===== config.mk =====
export PLATFORM = sky130hd
export DESIGN_NAME = inst_fetch_ctrl
export DESIGN_NICKNAME = d
export VERILOG_FILES = /design/src/rtl/inst_fetch_ctrl.sv
export SDC_FILE = /design/constraint.sdc
export NUM_CORES = 1
export LEC_CHECK = 0
export BUFFER_PORTS_ARGS = -buffer_cell sky130_fd_sc_hd__buf_2
export CORE_MARGIN = 2
export CORE_UTILIZATION = 54
export DETAILED_ROUTE_END_ITERATION = 10
export HOLD_SLACK_MARGIN = 0.15
export PLACE_DENSITY = 0.78
export SYNTH_ARGS = -nofsm -noshare
export SYNTH_HDL_FRONTEND = slang
export SYNTH_SLANG_ARGS = --single-unit

===== constraint.sdc =====
create_clock -name clk -period 4.3 [get_ports clk]
set_input_delay 0.43 -clock clk [delete_from_list [all_inputs] [get_ports clk]]
set_output_delay 0.43 -clock clk [all_outputs]
set_load 0.02 [all_outputs]

===== src/rtl/inst_fetch_ctrl.sv =====
// +--------------------------------------------------------------------------+
// | Module      : inst_fetch_ctrl                                            |
// | Description : PC owner, ROM address driver and prefetch queue feeding    |
// |               decode over valid/ready; flushes on redirect.              |
// |               Optional J/JAL predecode: FETCH_JUMP_PREDECODE_EN          |
// | Revision    : 1.0                                                        |
// +--------------------------------------------------------------------------+
`default_nettype none

module inst_fetch_ctrl #(
  parameter logic [31:0] RESET_PC = 32'h0000_0000,
  parameter int          DEPTH    = 2
) (
  input  logic        clk,
  input  logic        reset,
  output logic [31:0] Address,
  input  logic [31:0] Instruction,
  output logic        IF_Valid,
  output logic [31:0] IF_Instruction,
  output logic [31:0] IF_PC,
  output logic [31:0] IF_PCPlus4,
  output logic        IF_PredTaken,
  input  logic        ID_Ready,
  input  logic        RedirectValid,
  input  logic [31:0] RedirectTarget,
  output logic        Misalign
);

  localparam int c_PTR_W = $clog2(DEPTH);
  localparam int c_CNT_W = $clog2(DEPTH + 1);

  logic [31:0]        r_pc;
  logic [c_CNT_W-1:0] r_count;
  logic [c_PTR_W-1:0] r_head;
  logic [c_PTR_W-1:0] r_tail;
  logic               r_misalign;

  logic [31:0]        r_q_pc   [DEPTH];
  logic [31:0]        r_q_inst [DEPTH];
  logic               r_q_pred [DEPTH];

  logic               w_valid;
  logic               w_pop;
  logic               w_push;
  logic [31:0]        w_pc_plus4;
  logic [31:0]        w_next_pc;
  logic               w_pred;

  assign w_valid    = (r_count != '0);
  assign w_pop      = w_valid & ID_Ready;
  assign w_push     = ((r_count < c_CNT_W'(DEPTH)) | w_pop) & ~RedirectValid;
  assign w_pc_plus4 = r_pc + 32'd4;

`ifdef FETCH_JUMP_PREDECODE_EN
  // Only direct J/JAL are resolvable here; JR needs a register value.
  logic w_is_jump;
  assign w_is_jump = (Instruction[31:26] == 6'h02) | (Instruction[31:26] == 6'h03);
  assign w_next_pc = w_is_jump ? {w_pc_plus4[31:28], Instruction[25:0], 2'b00} : w_pc_plus4;
  assign w_pred    = w_is_jump;
`else
  assign w_next_pc = w_pc_plus4;
  assign w_pred    = 1'b0;
`endif

  always_ff @(posedge clk or negedge reset) begin
    if (!reset) begin
      r_pc       <= RESET_PC;
      r_count    <= '0;
      r_head     <= '0;
      r_tail     <= '0;
      r_misalign <= 1'b0;
    end else begin
      r_misalign <= RedirectValid & (|RedirectTarget[1:0]);
      // Redirect wins over any push/pop; the head offered this cycle is dropped.
      if (RedirectValid) begin
        r_pc    <= {RedirectTarget[31:2], 2'b00};
        r_count <= '0;
        r_head  <= '0;
        r_tail  <= '0;
      end else begin
        if (w_push) begin
          r_pc   <= w_next_pc;
          r_tail <= r_tail + c_PTR_W'(1);
        end
        if (w_pop) begin
          r_head <= r_head + c_PTR_W'(1);
        end
        r_count <= r_count + c_CNT_W'(w_push) - c_CNT_W'(w_pop);
      end
    end
  end

  // Payload storage needs no reset: outputs are gated by the valid count.
  always_ff @(posedge clk) begin
    if (w_push) begin
      r_q_pc[r_tail]   <= r_pc;
      r_q_inst[r_tail] <= Instruction;
      r_q_pred[r_tail] <= w_pred;
    end
  end

  assign Address        = r_pc;
  assign IF_Valid       = w_valid;
  assign IF_Instruction = w_valid ? r_q_inst[r_head] : 32'd0;
  assign IF_PC          = w_valid ? r_q_pc[r_head] : 32'd0;
  assign IF_PCPlus4     = w_valid ? (r_q_pc[r_head] + 32'd4) : 32'd0;
  assign IF_PredTaken   = w_valid & r_q_pred[r_head];
  assign Misalign       = r_misalign;

endmodule

`default_nettype wire


==> run metrics, run 1 <==
status=complete, no violations; Synth Cell Area=7860 µm²; post-synthesis sequential area ratio=0.585; met2 usage=0.374; GRT Max-Usage Layer=met2; Fin Setup TNS=0 ns; Die Footprint=15500 µm²; Max Cap Viol=0; Mean Syn Cell Area=11.8 µm²; Worst Setup SP=r_head; Initial DRC Count=457; # port buffers=191; Multi-input gate area=3040 µm²; DIE WIDTH=125 µm; Max Clock Freq=0.261 GHz; Clock Power Share=0.268; crit share post-route=0.891; core area=14400 µm²; Core Rows=44; Hold Crit Class=input pin to flop; Worst Path Max Fanout=74; leakage power=3.84 nW; Synth cell types=53; first-pass GRT wire length=29000 µm; Chip Height=125 µm; # setup viols final=0; crit path cell chain=buf_4 > nand4_1 > o21ai_0 > nand3_1 > nor4b_2 > mux2_1 > buf_2; fraction of layout cells with a size suffix above 1=0.285; Detailed Place HPWL=13100 µm; unrepaired setup endpoints after global routing=false; DRC=0; clock slew at reported path FFs=0.06 ns; antenna violations before repair=0; vias=5826; Post CTS Setup Buffer Count=0; clock buffer depth=2; met1 Usage GRT=0.325; drt wl/cell=17.7 µm; power per cell area=611 nW/µm²; worst endpoint required time=3.87 ns; total clock sinks=159; CTS root buf=clkbuf_16; NetSw=2.21 mW; area grow syn2layout=21.5%; Worst path max stage delay=0.98 ns; Slew Limit Headroom=0.359; GRT overflow=0; internal power=3.62 mW; Sequential Power Share=0.368; Layout Nets=922; # IOs=199; fin. max-slew vios=0; nature of the critical path endpoint=output pin; Worst-Margin Slew=0.961 ns; crit path time final=3.83 ns; Buf/Inv on CP=2; worst slack at placement=0.908 ns; first drt pass iteration count=5; commonest non-fill, non-tap cell in the layout=buf_2; Hold Vio Cnt, Final=0; CTS buffer count=17; CTS tree=built; ant diodes=0; Register Area=4600 µm²; Worst EP arrival=3.40 ns; CTS HTree Levels=4; Yosys reg bits=159; Placer Congestion=0.863; asr flop ratio synth=0.220; Synth warnings=0; WS Path Type=flop to output pin; most frequent cells in the layout=buf_2 (191), edfxtp_1 (124), nor2_1 (89), nand2_1 (66), mux2i_1 (55); post-route ant nets=0; IR drop worst, VDD=0.000289 V; type of origin of the critical path=flop; fin worst setup slack=0.469 ns; Clock Latency Late Sink=0.42 ns; hold_sp=Instruction[15]; reg-to-reg critical path startpoint=r_count[1]; CP delay by family, top=flip-flops; Hold-fix buffers, CTS=1; Starting Density=0.547; post-cts sizing count=0; Post-synth top flop=edfxtp_1; routed vias/inst=5.56; Sw Ratio=0.379; Crit-path slowest cell=dfrtp_4; GRT met3 Usage=0.0455; WL final=18500 µm; number of global-route vias before repair=5576; largest net degree at the start of global routing=81; clock skew=0.00916 ns; Syn Inst Count=667; power consumption=5.83 mW; GRT Resource Usage Total=0.237; Combinational Power Share=0.364; EDFF count, synth=124; layout filler cell count=1116
==> sequential cells by signal, summed over array words and instances (netlist names) <==
signal	flops
r_q_inst	64
r_q_pc	60
Address	30
r_count	2
Misalign	1
r_head	1
r_tail	1
==> per-layer routing <==
| metal | up-vias | wire (µm) | share of wire |
|---|---|---|---|
| met2 | 266 | 8840 | 0.48 |
| met1 | 2754 | 7990 | 0.43 |
| met4 | 0 | 376 | 0.020 |
| li1 | 2773 | - | - |
| met3 | 33 | 1280 | 0.069 |
| met5 | - | 0 | 0 |
==> power groups by stage <==
stage / logic (mW) / registers, mW / clock network [mW]
2_1_floorplan: 1.53 / 2.09 / 0
3_3_place_gp: 2.09 / 2.15 / 0
3_5_place_dp: 2.12 / 2.17 / 0
4_1_cts: 2.14 / 2.14 / 1.59
5_1_grt: 2.28 / 2.18 / 1.65
6_report: 2.12 / 2.14 / 1.57
==> synth_stat cells, types with 4 or more instances <==
library cell,instances,area share
nor2_1,92,0.044
xnor2_1,41,0.046
nand4_1,16,0.013
o21ai_0,37,0.024
a22oi_1,7,0.0067
dfrtp_1,35,0.11
o31ai_1,6,0.0057
inv_1,12,0.0057
nand3b_4,5,0.013
mux2i_1,55,0.070
buf_6,5,0.0072
nand2_1,66,0.032
edfxtp_1,124,0.47
nand3_1,22,0.014
xor2_1,6,0.0067
ha_1,4,0.0064
nor3_1,19,0.012
and2_1,8,0.0064
nor2b_1,5,0.0040
o21a_1,5,0.0048
nor4_1,6,0.0048
a21oi_1,4,0.0025
nand3b_1,6,0.0057
nand2b_1,5,0.0040
buf_4,8,0.0076
clkbuf_1,15,0.0072
buf_2,8,0.0051
==> path summary, 6_finish.rpt <==
path / end / slack [ns] / cells past startpoint
worst max-delay path: IF_PCPlus4[31] / 0.47 / 7
worst min-delay path: r_q_inst[1][15] / 0.20 / 1
worst max register to register: r_q_inst[0][8] / 1.84 / 4
worst min register to register: r_q_pc[1][29] / 0.58 / 0
max in group asynchronous: r_head / 3.06 / 2
min in group asynchronous: Address[8] / 0.64 / 2
==> cell type report <==
class / instances / area share
Clock buffer: 22 / 0.0476
Tap cell: 184 / 0.0241
Clock inverter: 10 / 0.0169
Inverter: 12 / 0.00472
Timing Repair Buffer: 197 / 0.106
Multi-Input combinational cell: 463 / 0.318
Sequential cell: 159 / 0.482
==> cell families (layout without fill, tap and decap cells) <==
kind of cell | Yosys count | after routing | share of synthesized area
compound gates | 81 | 81 | 0.0696
buf+inv | 51 | 241 | 0.0342
xor+xnor | 47 | 47 | 0.0524
other cells | 1 | 7 | 0.000477
fa+ha+maj | 4 | 4 | 0.00637
mux | 58 | 58 | 0.0744
simple gates | 266 | 266 | 0.177
flops | 159 | 159 | 0.585
==> stage by stage <==
| stage | utilization | cells | hold slack (ns) | cell area, µm² |
|---|---|---|---|---|
| floorplan | - | 673 | 0.134 | 7880 |
| finish | 0.664 | 1047 | 0.201 | 9550 |
| global placement | 0.621 | 1014 | 0.545 | 8920 |
| detailed placement | 0.621 | 1014 | 0.555 | 8920 |
| CTS | 0.664 | 1047 | 0.181 | 9550 |
| global route | 0.664 | 1047 | 0.184 | 9550 |
Power figures use the tool's default switching activity.
==> run 2, diff against run 1 <==
Settings changed: GPL_TIMING_DRIVEN from default to 0.
==> run metrics, run 2 (synthesis gave the netlist of run 1 again) <==
status=complete, no violations; Clock Latency Late Sink=0.43 ns; nature of the critical path endpoint=output pin; Initial DRC Count=445; clock skew=0.0150 ns; fraction of layout cells with a size suffix above 1=0.295; routed vias/inst=5.55; commonest non-fill, non-tap cell in the layout=buf_2; DRC=0; GRT overflow=0; WS Path Type=flop to output pin; Hold Vio Cnt, Final=0; hold_sp=Instruction[26]; drt wl/cell=18.2 µm; CTS tree=built; DIE WIDTH=125 µm; # IOs=199; WHS Path Cells=1; Worst EP arrival=3.56 ns; Core Rows=44; post-cts sizing count=0; Biggest register=r_q_inst; clock buffer depth=2; total clock sinks=159; Max Cap Viol=0; crit path time final=3.99 ns; CTS buffer count=17; worst endpoint required time=3.87 ns; worst slack at placement=0.834 ns; most frequent cells in the layout=buf_2 (198), edfxtp_1 (124), nor2_1 (90), nand2_1 (66), mux2i_1 (55); number of global-route vias before repair=5529; ant diodes=0; Slew Limit Headroom=0.372; crit share post-route=0.927; power per cell area=606 nW/µm²; Max Clock Freq=0.251 GHz; max reg flops=64; Detailed Place HPWL=14400 µm; Reg2Reg Setup Slack=1.61 ns; Starting Density=0.547; CTS root buf=clkbuf_16; largest net degree at the start of global routing=36; Worst-Margin Slew=0.940 ns; Placer Congestion=0.937; reg-to-reg endpoint=r_count[1]; Post CTS Setup Buffer Count=0; Core Util, Final=0.676; core area=14400 µm²; # port buffers=190; IR drop worst, VDD=0.000277 V; area grow syn2layout=23.6%; first drt pass iteration count=5; CTS HTree Levels=4; WL final=19700 µm; first-pass GRT wire length=30500 µm; Hold Crit Class=input pin to flop; Chip Height=125 µm; # setup viols final=0; clock slew at reported path FFs=0.07 ns; Hold-fix buffers, CTS=1; unrepaired setup endpoints after global routing=false; Hold Path End=r_q_inst[0][26]; R2R depth=9; Layout Nets=957; antenna violations before repair=0; GRT Resource Usage Total=0.254; post-route ant nets=0; reg-to-reg critical path startpoint=r_count[1]; type of origin of the critical path=flop; Worst Path Max Fanout=10; fin worst setup slack=0.313 ns; vias=6001; fin. max-slew vios=0; power consumption=5.89 mW; leakage power=3.95 nW; Die Footprint=15500 µm²
run 2: how the worst max path moves through the flow:
stage	end	start	cells after the start
6_report	IF_PCPlus4[30]	r_head	11
5_1_grt	IF_PCPlus4[30]	r_head	11
4_1_cts	IF_PCPlus4[30]	r_head	11
3_5_place_dp	IF_PCPlus4[30]	r_head	11
3_3_place_gp	r_q_inst[0][7]	ID_Ready	5
2_1_floorplan	r_q_inst[0][0]	ID_Ready	4
run 2: critical path, stage by stage, from the launching register on:
cell	delay [ns]
dfrtp_1	0.43
buf_6	0.18
buf_4	0.20
buf_2	0.30
mux2_2	0.25
ha_1	0.25
inv_1	0.12
a221oi_2	0.37
nand4_1	0.32
o21a_1	0.27
nor3_1	0.21
buf_2	0.21
run 2: power breakdown:
part	internal (mW)	switching [mW]
logic	0.785	1.55
registers	1.90	0.163
clock network	0.864	0.622
run 2: cell type report:
class | count | area, µm²
buffer | 39 | 224
clock inverter | 14 | 156
tap | 184 | 230
inverter | 12 | 45.0
fill | 1085 | 4660
timing repair buffer | 193 | 1000
clock buffer | 18 | 429
multi-input combinational | 463 | 3030
sequential | 159 | 4600
run 2: layer usage:
metal / wire [µm] / track usage
met4: 302 / 0.0806
met5: 0 / 0
met3: 1460 / 0.0515
met2: 9470 / 0.409
met1: 8440 / 0.351
run 2: per-stage QoR:
step | cells | TNS [ns] | hold slack (ns) | area [µm²]
after floorplan | 673 | 0 | 0.134 | 7880
after global placement | 1047 | -134.11 | 0.543 | 9060
after detailed placement | 1049 | 0 | 0.543 | 9120
after CTS | 1082 | 0 | 0.184 | 9710
after global routing | 1082 | 0 | 0.183 | 9710
final | 1082 | 0 | 0.195 | 9710
==> run 3, diff against run 2 <==
Settings changed: MAX_ROUTING_LAYER from default to met4.
==> run metrics, run 3 (synthesis gave the netlist of run 1 again) <==
status=complete, no violations; ant diodes=0; Fin Setup TNS=0 ns; Non-Filler Instances=1082; Layout Nets=957; clock skew=0.00673 ns; Max Clock Freq=0.250 GHz; worst slack at placement=0.861 ns; GRT Resource Usage Total=0.259; # setup viols final=0; Chip Height=125 µm; # port buffers=190; DRC=0; Starting Density=0.547; Initial DRC Count=439; R2R depth=9; most frequent cells in the layout=buf_2 (198), edfxtp_1 (124), nor2_1 (90), nand2_1 (66), mux2i_1 (55); clock slew at reported path FFs=0.06 ns; first drt pass iteration count=7; Worst Path Max Fanout=10; number of global-route vias before repair=5638; Post-Place Cells=1049; Worst-Margin Slew=0.954 ns; Hold Vio Cnt, Final=0; # IOs=199; CTS tree=built; Reg2Reg Setup Slack=1.47 ns; Max Cap Viol=0; nature of the critical path endpoint=output pin; Worst EP arrival=3.56 ns; CTS buffer count=17; core area=14400 µm²; crit path time final=3.99 ns; area grow syn2layout=23.3%; post-route ant nets=0; IR drop worst, VDD=0.000329 V; total clock sinks=159; unrepaired setup endpoints after global routing=false; Hold-fix buffers, CTS=1; post-cts sizing count=0; leakage power=3.95 nW; WHS Path Cells=1; CTS root buf=clkbuf_16; Detailed Place HPWL=14500 µm; max reg flops=64; Biggest register=r_q_inst; WS Path Type=flop to output pin; Post CTS Setup Buffer Count=0; GRT overflow=0; Die Footprint=15500 µm²; CTS HTree Levels=4; clock buffer depth=2; Core Rows=44; fraction of layout cells with a size suffix above 1=0.296; commonest non-fill, non-tap cell in the layout=buf_2; Hold Crit Class=input pin to flop; worst endpoint required time=3.87 ns; DIE WIDTH=125 µm; fin worst setup slack=0.307 ns; largest net degree at the start of global routing=36; fin. max-slew vios=0; crit share post-route=0.929; antenna violations before repair=0; power per cell area=601 nW/µm²; type of origin of the critical path=flop; WL final=19600 µm; first-pass GRT wire length=30400 µm; Clock Latency Late Sink=0.42 ns; vias=6018; Slew Limit Headroom=0.363; drt wl/cell=18.1 µm; routed vias/inst=5.56; Placer Congestion=0.954
==> run 3: worst paths after layout <==
| check | end | from |
|---|---|---|
| min reg2reg | r_q_pc[0][18] | Address[18] |
| max | IF_PCPlus4[30] | r_head |
| max reg2reg | r_count[1] | r_count[1] |
| min in group asynchronous | Address[6] | reset |
| min | r_q_inst[1][3] | Instruction[3] |
| max in group asynchronous | r_head | reset |
==> run 3: final cells by class <==
class,instances,area [µm²]
timing repair buffer,193,1000
inverter,12,45.0
tap,184,230
fill,1142,4680
clock buffer,17,425
multi-input combinational,463,3030
sequential,159,4600
buffer,39,224
clock inverter,15,135
==> run 3: power by group <==
| part | switching [mW] | internal (mW) | leakage (nW) |
|---|---|---|---|
| Combinational | 1.56 | 0.785 | 2.07 |
| Clock | 0.611 | 0.803 | 0.280 |
| Sequential | 0.162 | 1.90 | 1.60 |
==> run 3: worst max-delay path: stages, from the launching register on <==
cell and delay, ns:
dfrtp_1 0.42, buf_6 0.17, buf_4 0.20, buf_2 0.31
mux2_2 0.25, ha_1 0.23, inv_1 0.13, a221oi_2 0.38
nand4_1 0.35, o21a_1 0.28, nor3_1 0.19, buf_2 0.21
==> run 3: per-layer routing <==
metal	GRT usage	vias up	routed length, µm
li1	-	2856	-
met1	0.346	2879	8660
met2	0.410	254	9440
met3	0.0451	29	1130
met4	0.0773	0	363
met5	-	-	0
==> run 3: per-stage QoR <==
stage          instance area, µm²  power [mW]   util  hold WS, ns
6_report                     9690        5.82  0.674        0.199
5_1_grt                      9690        6.10  0.674        0.186
4_1_cts                      9690        5.85  0.674        0.187
3_5_place_dp                 9120        4.43  0.635        0.553
3_3_place_gp                 9060        4.40  0.631        0.541
2_1_floorplan                7880        3.63      -        0.134
